--- src/rtl/btb_update_queue.sv ---
// Buffers indirect-jump target mispredicts as BTB updates and coalesces repeats to the same PC.
// Latency: a push into an empty queue appears on btb_update_* one cycle later; mispredict_o is combinational.
// Backpressure: head is held until btb_ready_i; a full queue without a pop drops the update and counts it.
module btb_update_queue #(
   parameter int unsigned VLEN       = 64,
   parameter int unsigned DEPTH      = 4,
   parameter int unsigned DROP_CNT_W = 8
) (
   input  logic                     clk_i,
   input  logic                     rst_ni,
   input  logic                     flush_i,
   input  logic                     debug_mode_i,
   input  logic                     resolve_valid_i,
   input  logic                     resolve_is_indir_i,
   input  logic [VLEN-1:0]          resolve_pc_i,
   input  logic [VLEN-1:0]          resolve_target_i,
   input  logic                     pred_valid_i,
   input  logic [VLEN-1:0]          pred_target_i,
   output logic                     mispredict_o,
   output logic                     btb_update_valid_o,
   output logic [VLEN-1:0]          btb_update_pc_o,
   output logic [VLEN-1:0]          btb_update_target_o,
   input  logic                     btb_ready_i,
   output logic [$clog2(DEPTH):0]   occupancy_o,
   output logic [DROP_CNT_W-1:0]    drop_cnt_o
);

   localparam int unsigned PTR_W = $clog2(DEPTH);
   localparam int unsigned OCC_W = PTR_W + 1;
   localparam logic [OCC_W-1:0] OCC_FULL = OCC_W'(DEPTH);

   logic [VLEN-1:0]       pc_mem  [DEPTH];
   logic [VLEN-1:0]       tgt_mem [DEPTH];
   logic [PTR_W-1:0]      wr_ptr;
   logic [PTR_W-1:0]      rd_ptr;
   logic [PTR_W-1:0]      newest_ptr;
   logic [OCC_W-1:0]      occ;
   logic [DROP_CNT_W-1:0] drop_cnt;

   logic push_req;
   logic pop;
   logic not_empty;
   logic is_full;
   logic coalesce;
   logic do_push;
   logic drop;

   // Mispredict detection, push/pop qualification and coalesce/drop decisions.
   always_comb begin
      mispredict_o = resolve_valid_i & resolve_is_indir_i &
                     (~pred_valid_i | (pred_target_i != resolve_target_i));
      push_req     = mispredict_o & ~debug_mode_i & ~flush_i;
      not_empty    = (occ != '0);
      is_full      = (occ == OCC_FULL);
      pop          = not_empty & btb_ready_i;
      newest_ptr   = wr_ptr - PTR_W'(1);
      // A lone entry leaving this cycle cannot absorb the new target; it gets its own slot.
      coalesce     = push_req & not_empty & (pc_mem[newest_ptr] == resolve_pc_i) &
                     ~((occ == OCC_W'(1)) & pop);
      do_push      = push_req & ~coalesce & (~is_full | pop);
      drop         = push_req & ~coalesce & is_full & ~pop;
   end

   // Entry storage: new entries at the tail, coalesced targets overwrite the newest entry.
   always_ff @(posedge clk_i or negedge rst_ni) begin
      if (!rst_ni) begin
         for (int i = 0; i < DEPTH; i++) begin
            pc_mem[i]  <= '0;
            tgt_mem[i] <= '0;
         end
      end else if (do_push) begin
         pc_mem[wr_ptr]  <= resolve_pc_i;
         tgt_mem[wr_ptr] <= resolve_target_i;
      end else if (coalesce) begin
         tgt_mem[newest_ptr] <= resolve_target_i;
      end
   end

   // Pointers and occupancy; flush empties the queue after any head pop in the same cycle completes.
   always_ff @(posedge clk_i or negedge rst_ni) begin
      if (!rst_ni) begin
         wr_ptr <= '0;
         rd_ptr <= '0;
         occ    <= '0;
      end else if (flush_i) begin
         wr_ptr <= '0;
         rd_ptr <= '0;
         occ    <= '0;
      end else begin
         if (do_push) wr_ptr <= wr_ptr + PTR_W'(1);
         if (pop)     rd_ptr <= rd_ptr + PTR_W'(1);
         if (do_push && !pop)      occ <= occ + OCC_W'(1);
         else if (pop && !do_push) occ <= occ - OCC_W'(1);
      end
   end

   // Saturating count of updates lost to a full queue; survives flush.
   always_ff @(posedge clk_i or negedge rst_ni) begin
      if (!rst_ni) begin
         drop_cnt <= '0;
      end else if (drop && (drop_cnt != '1)) begin
         drop_cnt <= drop_cnt + DROP_CNT_W'(1);
      end
   end

   assign btb_update_valid_o  = not_empty;
   assign btb_update_pc_o     = pc_mem[rd_ptr];
   assign btb_update_target_o = tgt_mem[rd_ptr];
   assign occupancy_o         = occ;
   assign drop_cnt_o          = drop_cnt;

endmodule

--- config.mk ---
export PLATFORM = sky130hd
export DESIGN_NAME = btb_update_queue
export DESIGN_NICKNAME = d
export VERILOG_FILES = /design/src/rtl/btb_update_queue.sv
export SDC_FILE = /design/constraint.sdc
export NUM_CORES = 1
export LEC_CHECK = 0
export ABC_AREA = 1
export ABC_CLOCK_PERIOD_IN_PS = 4400
export CAP_MARGIN = 5
export CORE_ASPECT_RATIO = 0.9
export CORE_MARGIN = 4
export CORE_UTILIZATION = 55
export DETAILED_ROUTE_END_ITERATION = 8
export GPL_TIMING_DRIVEN = 0
export PLACE_DENSITY = 0.81
export SLEW_MARGIN = 20
export SYNTH_ARGS = -nofsm -noshare
export SYNTH_HDL_FRONTEND = slang
export SYNTH_SLANG_ARGS = --single-unit
--- constraint.sdc ---
create_clock -name clk_i -period 4.4 [get_ports clk_i]
set_clock_uncertainty 0.1 [all_clocks]
set_input_delay 0.66 -clock clk_i [delete_from_list [all_inputs] [get_ports clk_i]]
set_output_delay 0.66 -clock clk_i [all_outputs]
set_load 0.01 [all_outputs]
# Yosys cells after proc, flatten, opt, wreduce, memory -nomap -nowiden
# Index checks and enable logic that the tools add are counted.
[word_totals] reg_bits=527 in_bits=200 wordCells=90 output_inout_bits=141
[op_classes] n_reduce_logical=12 add_sub_neg=6 n_bitwise=25 mux=25 eq_ne=5 magnitude_cmp=5
[op_table] cell="bitwise mux 256 bit" count=3
[op_table] cell="2-to-1 mux 256 bit" count=2
[op_table] cell="2-to-1 mux 64 bit" count=8
[op_table] cell="binary-select mux 64 bit (select 2 bit)" count=3
[op_table] cell="demux 64 bit (select 2 bit)" count=2
[op_table] cell="== test 64 bit" count=1
[op_table] cell="!= test 64 bit" count=1
[op_table] cell="AND 1 bit" count=13
[op_table] cell=">= comparator 3 bit (second input constant)" count=3
[op_table] cell="2-to-1 mux 3 bit" count=3
[op_table] cell="inverter 2 -> 3 bit" count=3
[op_table] cell="adder 8 x 1 -> 8 bit (second input constant)" count=1
[op_table] cell="2-to-1 mux 2 bit" count=4
[op_table] cell="!= test 8 bit (second input constant)" count=1
[op_table] cell="inverter 1 bit" count=7
[op_table] cell="less-than comparator 3 x 1 -> 1 bit (second input constant)" count=2
[op_table] cell="nonzero test 2 bit" count=3
[op_table] cell="nonzero test 3 bit" count=2
[op_table] cell="logical AND 1 bit" count=5
[op_table] cell="adder 2 x 1 -> 2 bit (second input constant)" count=2
[op_table] cell="adder 3 x 1 -> 3 bit (second input constant)" count=1
[op_table] cell="== test 3 x 1 -> 1 bit (second input constant)" count=1
[op_table] cell="== test 3 bit (second input constant)" count=1
[op_table] cell="subtractor 3 x 1 -> 3 bit (second input constant)" count=1
[op_table] cell="3 further kinds" count=5

# Longest topological paths before layout
[logic_depth] depth_word=16 mapped_depth=27 depth_no_buf=21

# Worst setup path before layout
# OpenSTA, ideal clock, no wires.
[synth_path] path_type="register -> register" from="register wr_ptr[0]" to="register tgt_mem[10] (netlist bit)" stages_incl_launch_ff=24 t_required_ns=4.183 setup_ns=0.117 slack_ns=0.983 period_less_slack_ns=3.417 arrival_ns=3.200 cell_sequence="dfrtp_1 > buf_4 > inv_2 > buf_6 > buf_2 > ha_1 > buf_2 > inv_2 > clkbuf_1 > nand3_1 > nand2_1 > nand2_1 > a21oi_1 > nand2_1 > nor2_1 > nand3_1 > nor2_2 > nand2_4 > nand4_2 > nand2_1 > buf_4 > buf_4 > nand3_1 > nand2_1"
[synth_between] elab_chain_len=12
[synth_lines] element="start, declared" line_no="34" text="logic [PTR_W-1:0] wr_ptr;"
[synth_lines] element="start signal, assigned" line_no="90" text="if (do_push) wr_ptr <= wr_ptr + PTR_W'(1);"
[synth_lines] element="subtractor 2 x 1 -> 2 bit" line_no="56" text="newest_ptr = wr_ptr - PTR_W'(1);"
[synth_lines] element="inverter 2 -> 3 bit (implied by the code)" line_no="58, 75"
[synth_lines] element="binary-select mux 64 bit (select 2 bit)" line_no="58" text="coalesce = push_req & not_empty & (pc_mem[newest_ptr] == resolve_pc_i) &"
[synth_lines] element="2-to-1 mux 64 bit (implied by the code) (2 in series)" line_no="58"
[synth_lines] element="== test 64 bit" line_no="58"
[synth_lines] element="AND 1 bit (2 in series)" line_no="58"
[synth_lines] element="inverter 1 bit" line_no="60" text="do_push = push_req & ~coalesce & (~is_full | pop);"
[synth_lines] element="AND 1 bit (2 in series)" line_no="60"
[synth_lines] element="2-to-1 mux 256 bit or nonzero test 2 bit (tied branches)"
[synth_lines] element="end signal, assigned by index" line_no="73" text="tgt_mem[wr_ptr] <= resolve_target_i;"
[synth_lines] element="end signal, assigned by index" line_no="75" text="tgt_mem[newest_ptr] <= resolve_target_i;"
[synth_lines] element="end, declared" line_no="33" text="logic [VLEN-1:0] tgt_mem [DEPTH];"
# Several ways; a longest one is shown, not always the timed one. The select of a mux whose other input is x is not followed.
# A chain may end at the register's enable or synchronous reset.

# Final worst setup path
[layout_path] from="register wr_ptr[0]" to="register pc_mem[104] (netlist bit)"
[layout_between] elab_chain_len=11
[layout_lines] element="subtractor 2 x 1 -> 2 bit" line_no="56"
[layout_lines] element="inverter 2 -> 3 bit (implied by the code)" line_no="58"
[layout_lines] element="binary-select mux 64 bit (select 2 bit)" line_no="58"
[layout_lines] element="2-to-1 mux 64 bit (implied by the code) (2 in series)" line_no="58"
[layout_lines] element="== test 64 bit" line_no="58"
[layout_lines] element="AND 1 bit (2 in series)" line_no="58"
[layout_lines] element="inverter 1 bit" line_no="60"
[layout_lines] element="AND 1 bit (2 in series)" line_no="60"
[layout_lines] element="end signal, assigned by index" line_no="72" text="pc_mem[wr_ptr] <= resolve_pc_i;"
[layout_lines] element="end, declared" line_no="32" text="logic [VLEN-1:0] pc_mem [DEPTH];"
# Several ways; a longest one is shown, not always the timed one. The select of a mux whose other input is x is not followed.

==> results.json <==
{
  "layout_commonest_cell": "nand2_1",
  "fillers": 4267,
  "antenna_found_initial": 4,
  "reg2reg_depth": 22,
  "crit_chain": "buf_4, inv_2, buf_12, ha_1, buf_2, buf_6, buf_6, nand3_1, nand2_1, xor2_1, nand3_1, nor2_1, nand3_2, nor2_4, nand2_8, nand4_1, buf_4, inv_2, buf_2, buf_6, nand2_1, nand2_1",
  "start_util_pct": 55.62,
  "fin_area_um2": 34500,
  "grtUsageTotal_pct": 37.98,
  "violations": "design-rule violations",
  "register_area_um2": 13190,
  "dieHeight_um": 222.1,
  "status": "finished with violations",
  "cp.arrival_ns": 4.75,
  "clk_pin_slew_ns": 0.06,
  "drc": 2,
  "tightest_slew_ns": 0.9865,
  "yosysUniqueCellTypes": 32,
  "syn-instance-count": 3882,
  "dr.pass1.iters": 9,
  "synth-edff-count": 0,
  "grt_pass1_vias": 28080,
  "cp_max_fo": 21,
  "placed_area_um2": 32430,
  "min-delay-start": "tgt_mem[189]",
  "total_power_mw": 17.91,
  "cts_tree": "yes",
  "io_buffers": 340,
  "max_slew_margin_pct": 34.23,
  "crit_family": "buffers and inverters",
  "syn_nets": 4092,
  "pre_cts_ws_ns": -0.7187,
  "cap_violations": 0,
  "hold_viol": 0,
  "max_freq_ghz": 0.2303,
  "critPathBufInv": 10,
  "hold_end": "tgt_mem[189]",
  "clockRootBuffer": "clkbuf_16",
  "finalNetCount": 4496,
  "async_reset_ff_share_pct": 100.0,
  "yosysSeqAreaShare_pct": 47.09,
  "timing.rr.end": "pc_mem[104]",
  "holdCritPathClass": "reg2reg",
  "cts_buffers": 55,
  "gp_congestion": 0.9710,
  "ys_warn_count": 0,
  "hold_depth": 2,
  "end_kind": "flip-flop",
  "final_antenna_net_count": 0,
  "row_count": 78,
  "clock_latency_ns": 0.64,
  "crit_required_ns": 4.81,
  "vias": 30110,
  "grt_setup_unrepaired": "no",
  "synth-main-ff-cell": "dfrtp_1",
  "core_um2": 50360,
  "slowest_stage": "dfrtp_1",
  "period_share_pct": 98.70,
  "dieWidth_um": 245.9,
  "dp_hpwl_um": 73450,
  "avgSynthCellArea_um2": 7.215,
  "critPathKind": "reg2reg",
  "grt_pass1_wl_um": 161600,
  "wire_per_inst_um": 21.39,
  "numClockSinks": 527,
  "utilization_pct": 68.52,
  "pin_count": 341,
  "slew_viol_final": 0,
  "r2r_start": "wr_ptr[0]",
  "fin_ws_ns": 0.05722,
  "critPathLaunchType": "flip-flop",
  "die_area_um2": 54600,
  "area_delta_synth_final_pct": 23.20,
  "power_leakage_nw": 17.37,
  "clock_path_buffers": 3,
  "gr-total-overflow": 0,
  "peakVddDrop_mv": 0.3954,
  "crit_path_max_incr_delay_ns": 0.40,
  "reg2reg_slack_ns": 0.06,
  "hold_ws_ns": 0.3646,
  "setup_viol": 0,
  "timing.final.crit_period_ns": 4.343,
  "final_cell_mix": "nand2_1, dfrtp_1, nand3_1, o21ai_0, clkdlybuf4s50_1",
  "grt_max_degree": 100,
  "syn_area_um2": 28010,
  "drive_gt1_share_pct": 6.864,
  "ys_seq_elements": 527,
  "htree_levels": 2,
  "powerDensity_nw_per_um2": 519.2,
  "routed_wl_um": 107200,
  "layoutNonFillerInstCount": 5009,
  "tns_ns": 0,
  "multi_input_area_um2": 13150,
  "drt_iter0_markers": 4577,
  "placed_cells": 4908,
  "via_per_inst": 6.011
}
layer usage:
metal	part of all wire, %	vias up	track usage, %	wire length [um]
li1	-	13370	-	-
met4	5.4	4	17.90	5774
met3	14	409	12.12	15450
met5	0.024	-	0	26
met2	43	2278	55.59	46040
met1	37	14050	51.60	39860
registers in the layout, indices dropped and copies added (netlist names):
register and flops:
tgt_mem 256, wr_ptr 2, drop_cnt_o 8, pc_mem 256, rd_ptr 2, occupancy_o 3
synthesized netlist by cell type, types with 14 or more instances:
| cell type | instances | area (um^2) |
|---|---|---|
| inv_1 | 109 | 409.1 |
| nand3_1 | 426 | 2132 |
| buf_2 | 99 | 495.5 |
| dfrtp_1 | 527 | 13190 |
| buf_6 | 14 | 157.7 |
| xnor2_1 | 30 | 262.8 |
| a21oi_1 | 27 | 135.1 |
| nand2_1 | 1579 | 5927 |
| buf_4 | 28 | 210.2 |
| nor2_1 | 320 | 1201 |
| clkbuf_1 | 114 | 427.9 |
| o22ai_1 | 123 | 769.5 |
| xor2_1 | 20 | 175.2 |
| o21ai_0 | 384 | 1922 |
| nand3b_1 | 17 | 127.6 |
cell type report:
class | count | share of cell area, %
clock inverter | 14 | 0.5258
sequential | 527 | 38.23
clock buffer | 84 | 4.740
timing repair buffer | 348 | 10.41
multi-input combinational | 2980 | 38.11
tap | 680 | 2.466
buffer | 259 | 4.239
inverter | 115 | 1.269
antenna | 2 | 0.01451
what timing repair did:
item	CTS	global route
hold buffers	1	0
cloned	0	1
buffers inserted	0	1
hold endpoints to repair	54	0
resized for setup	28	84
setup endpoints to repair	640	532
where the power goes:
group	internal (mW)	total (mW)	switching [mW]
combinational	2.56	6.37	3.81
sequential	5.94	6.73	0.794
clock	2.74	4.81	2.07
total	11.2	17.9	6.68
tightest hold or removal path, cell delays in order (launching register included):
cell	delay, ns
dfrtp_1	0.34
nand2_1	0.05
nand2_1	0.05
kinds of logic after synthesis:
logic type	share of synthesized area, %
AO/OA/AOI/OAI	10.21
XOR/XNOR	1.564
buffers and inverters	6.232
AND/OR/NAND/NOR	34.46
adder cells (fa/ha/maj)	0.4467
flip-flops	47.09
worst max-delay path by stage:
stage	start	end	slack [ns]	cells after the start
global placement	rst_ni	tgt_mem[218]	-20.99	1
global route	wr_ptr[0]	tgt_mem[230]	0.01	22
floorplan	wr_ptr[0]	tgt_mem[10]	0.98	23
detailed placement	wr_ptr[0]	tgt_mem[46]	-0.72	22
finish	wr_ptr[0]	pc_mem[104]	0.06	22
CTS	wr_ptr[0]	tgt_mem[47]	0.009	24
Note: power is estimated with default switching activity, not from simulation.
